`src/rtl/output_buffer.sv`:
```
// output_buffer: AXI4-Stream register slice with fully registered valid/data/ready paths
//
// Ports:
//   aclk, aresetn        clock (rising edge) and synchronous active-low reset
//   in_data, in_last     upstream payload and packet end marker
//   in_valid, in_ready   upstream handshake; in_ready decodes the state register only
//   out_data, out_last   payload taken straight from the main register
//   out_valid, out_ready downstream handshake; out_valid decodes the state register only
//   level                words held: 0, 1 or 2
//
// The main slot always feeds the outputs. The skid slot catches the one word
// that can arrive in the same cycle the downstream stalls, because in_ready
// only reflects the state at the start of that cycle.
module output_buffer #(
    parameter int DATA_WIDTH = 32
) (
    input  logic                  aclk,
    input  logic                  aresetn,
    input  logic [DATA_WIDTH-1:0] in_data,
    input  logic                  in_last,
    input  logic                  in_valid,
    output logic                  in_ready,
    output logic [DATA_WIDTH-1:0] out_data,
    output logic                  out_last,
    output logic                  out_valid,
    input  logic                  out_ready,
    output logic [1:0]            level
);
    typedef enum logic [1:0] {EMPTY = 2'd0, ONE = 2'd1, FULL = 2'd2} state_t;
    state_t state;
    logic [DATA_WIDTH-1:0] skid_data;
    logic skid_last;
    logic in_acc, out_acc;
    assign in_ready  = state != FULL;
    assign out_valid = state != EMPTY;
    assign level     = state;
    assign in_acc    = in_valid & in_ready;
    assign out_acc   = out_valid & out_ready;
    always_ff @(posedge aclk) begin
        if (!aresetn)
            state <= EMPTY;
        else
            case (state)
                EMPTY:   state <= in_acc ? ONE : EMPTY;
                ONE:     state <= (in_acc & !out_acc) ? FULL : (!in_acc & out_acc) ? EMPTY : ONE;
                FULL:    state <= out_acc ? ONE : FULL;
                default: state <= EMPTY;
            endcase
    end
    // A new word goes straight to main when main is empty or being drained;
    // it parks in skid only when main is occupied and stalled.
    always_ff @(posedge aclk) begin
        if (in_acc & (!out_valid | out_ready))
            {out_data, out_last} <= {in_data, in_last};
        else if ((state == FULL) & out_acc)
            {out_data, out_last} <= {skid_data, skid_last};
        if (in_acc & out_valid & !out_ready)
            {skid_data, skid_last} <= {in_data, in_last};
    end
endmodule

```
`config.mk`:
```
export PLATFORM = sky130hd
export DESIGN_NAME = output_buffer
export DESIGN_NICKNAME = d
export VERILOG_FILES = /design/src/rtl/output_buffer.sv
export SDC_FILE = /design/constraint.sdc
export NUM_CORES = 1
export LEC_CHECK = 0
export CORE_MARGIN = 10
export CORE_UTILIZATION = 47
export DETAILED_ROUTE_END_ITERATION = 6
export PLACE_DENSITY = 0.78
export SLEW_MARGIN = 30
export SYNTH_ARGS = -nofsm -noshare
export SYNTH_HDL_FRONTEND = slang
export SYNTH_SLANG_ARGS = --single-unit
```
`constraint.sdc`:
```
create_clock -name aclk -period 2.1 [get_ports aclk]
set_clock_uncertainty 0.05 [all_clocks]
set_input_delay 0.42 -clock aclk [delete_from_list [all_inputs] [get_ports aclk]]
set_output_delay 0.42 -clock aclk [all_outputs]
set_load 0.005 [all_outputs]
```
==> reports/qor.yml <==
run_status:
  status: "finished, final reports clean"
cts:
  insertion_delay_ps: 340
  post_cts_buffers: 0
  cts_root_buf: "clkbuf_8"
  postCtsHoldBufs: 0
  cts_buffer_depth: 2
  cts_htree_levels: 3
  clk_pin_slew_ps: 70
  clock_sinks: 68
  cts_resized: 0
  cts_tree: "built"
  cts_made_buffers: 9
detailed_routing:
  routed_via_density: 4.92
  drtAntennaViolNets: 0
  drt_iter0_markers: 46
  firstDrtPassIters: 4
  num_vias: 1397
  totalWireLength_um: 5390
  wl_per_cell_um: 19.0
  route.detailed.drc: 0
worst_setup_path:
  r2r_end: "out_data[7]"
  reg2reg_from: "level[0]"
  worst_ep_required_time_ps: 1630
  rr_worst_depth: 4
  crit_chain: "nand2b_1, clkdlybuf4s50_1"
  r2r_slack_ps: 400
  crit_slowest_cell: "clkdlybuf4s50_1"
  path_class: "reg2out"
  cp_max_fo: 8
  worst_path_largest_cell_delay_ps: 520
  start_kind: "register"
  end_kind: "output pin"
  cp.arrival_ps: 1490
placement:
  dpl_cell_area_um2: 3540
  dp_hpwl_um: 3950
  gp_congestion: 0.729
  io_buffers: 73
  dpl.cell_count: 268
floorplan:
  io_pins: 74
  die_w_um: 95.7
  coreArea_um2: 5540
  die-area_um2: 9160
  die_y_um: 95.7
  rows: 27
  start_util_pct: 48.6
sta:
  tightest_slew_ps: 242
  fin_setup_tns_ps: 0
  final.min_clock_period_ps: 1960
  min_period_over_period_pct: 93.6
  holdWs_ps: 499
  rsz0062_at_grt: "no"
  drv_slew: 0
  finalSetupViolations: 0
  hold_viol_final: 0
  relSlewSlack_pct: 83.9
  clock.fmax_mhz: 509
logic_synthesis:
  yosysTopAreaCell: "edfxtp_1"
  ys_seq_elements: 68
  syn-num-nets: 159
  yosysTopAreaCellShare_pct: 73.6
  postSynthCellCount: 121
  yosysWarnings: 0
  syn_avg_cell_area_um2: 22.3
  yosysSeqAreaShare_pct: 75.1
  synth_area_um2: 2690
  synth.area.top_cells: "edfxtp_1 (74%), mux2_4 (17%), buf_12 (2.2%)"
  synth_cell_types: 19
global_routing:
  grt_pass1_vias: 1532
  grtUsageTotal_pct: 12.4
  grt-ovfl-total: 0
  grt_antenna_before_repair: 0
  grt_max_degree: 34
  grt_pass1_wl_um: 8300
pwr:
  clockPowerShare_pct: 32.4
  switching_share_pct: 21.0
  finalPower_mw: 3.08
  powerDensity_nw_per_um2: 827
  p_switching_uw: 647
  internal_power_mw: 2.43
  ir_drop_v: 0.000521
  combPwrFrac_pct: 15.0
  seqPwrFrac_pct: 52.7
  leakage_nw: 1.39
worst_hold_path:
  hold_end: "out_data[3]"
  hold_start: "skid_data[3]"
  min_path_type: "reg2reg"
  holdPathStages: 1
finish:
  nets: 245
  syn_to_final_growth_pct: 38.1
  finalNonFillerCells: 284
  fin_area_um2: 3720
  antenna_cells: 0
  drive_above_1_share_pct: 25.5
run:
  maxCapViolCount: 0
layout by cell type (no fill, tap or decap):
| cell type | netlist | final |
|---|---|---|
| a21bo_2 | 0 | 1 |
| a21o_1 | 1 | 1 |
| and2_1 | 2 | 2 |
| and3b_1 | 2 | 2 |
| buf_12 | 3 | 4 |
| buf_4 | 0 | 2 |
| bufinv_16 | 0 | 1 |
| clkbuf_1 | 0 | 1 |
| clkbuf_8 | 0 | 9 |
| clkdlybuf4s50_1 | 0 | 73 |
| clkinv_1 | 0 | 2 |
| clkinv_2 | 0 | 2 |
| clkinvlp_4 | 0 | 1 |
| dfxtp_1 | 2 | 2 |
| edfxtp_1 | 66 | 66 |
| ha_1 | 1 | 1 |
| mux2_2 | 3 | 3 |
| mux2_4 | 30 | 30 |
| mux2i_1 | 1 | 1 |
| nand2_1 | 2 | 2 |
| nand2b_1 | 1 | 1 |
| nand3b_1 | 1 | 1 |
| nor2_1 | 1 | 1 |
| o21a_1 | 1 | 1 |
| o21ai_0 | 1 | 1 |
| or2_4 | 1 | 1 |
how the worst max path moves through the flow:
stage / to / slack (ps) / start / cells after the start
after floorplan: skid_data[0] / 330 / out_ready / 1
after global placement: out_data[25] / 110 / out_ready / 5
after detailed placement: out_data[25] / 40 / out_ready / 5
after CTS: in_ready / 130 / level[0] / 2
after global routing: in_ready / 50 / level[0] / 2
final: in_ready / 140 / level[0] / 2
critical path, delay by kind of cell, from the launching register on:
family | cells | cell delay, ps
buffers and inverters | 1 | 520
flip-flops | 1 | 450
AND/OR/NAND/NOR | 1 | 190
power by group through the flow:
stage                     Combinational (mW)  Clock [mW]  Sequential (mW)
final                                  0.461       0.997             1.62
after global routing                   0.490        1.09             1.63
after CTS                              0.471        1.02             1.62
after detailed placement               0.468           0             1.65
after global placement                 0.451           0             1.65
after floorplan                        0.196           0             1.66
layer usage:
| layer | vias to the layer above | GRT usage [%] | share of wire, % |
|---|---|---|---|
| met5 | - | 0 | 0 |
| met4 | 0 | 8.72 | 3.3 |
| met3 | 14 | 3.35 | 4.6 |
| met2 | 42 | 21.7 | 55 |
| met1 | 694 | 12.4 | 37 |
| li1 | 647 | - | - |
cells by family after synthesis:
kind of cell    share of synthesized area (%)
simple gates                             2.37
buf+inv                                  2.65
mux                                      18.3
flops                                    75.1
compound gates                           1.11
fa+ha+maj                               0.464
through the flow:
step	setup slack, ps	util [%]
finish	135	67.2
floorplan	326	-
detailed placement	43.9	63.9
CTS	129	67.2
global placement	110	63.9
global route	54.3	67.2
cell type report:
type / count / area [um^2]
clock buffer: 10 / 128
clock inverter: 6 / 55.1
fill: 386 / 1820
multi-input combinational: 49 / 601
sequential: 68 / 2020
tap: 72 / 90.1
timing repair buffer: 79 / 826
cell usage after synthesis:
library cell  number
or2_4              1
a21bo_1            1
buf_6              1
edfxtp_1          66
nand2_1            2
o21ai_0            1
nor2_1             1
buf_12             3
and3b_1            2
mux2i_1            1
mux2_4            30
nand3b_1           1
o21a_1             1
dfxtp_1            2
a21o_1             1
mux2_2             3
ha_1               1
nand2b_1           1
and2_1             2
state kept, by name (all words and copies together), names as in the netlist:
register,cells
out_last,1
skid_last,1
out_data,32
level,2
skid_data,32
No activity file was read; power rests on OpenSTA's default activity.
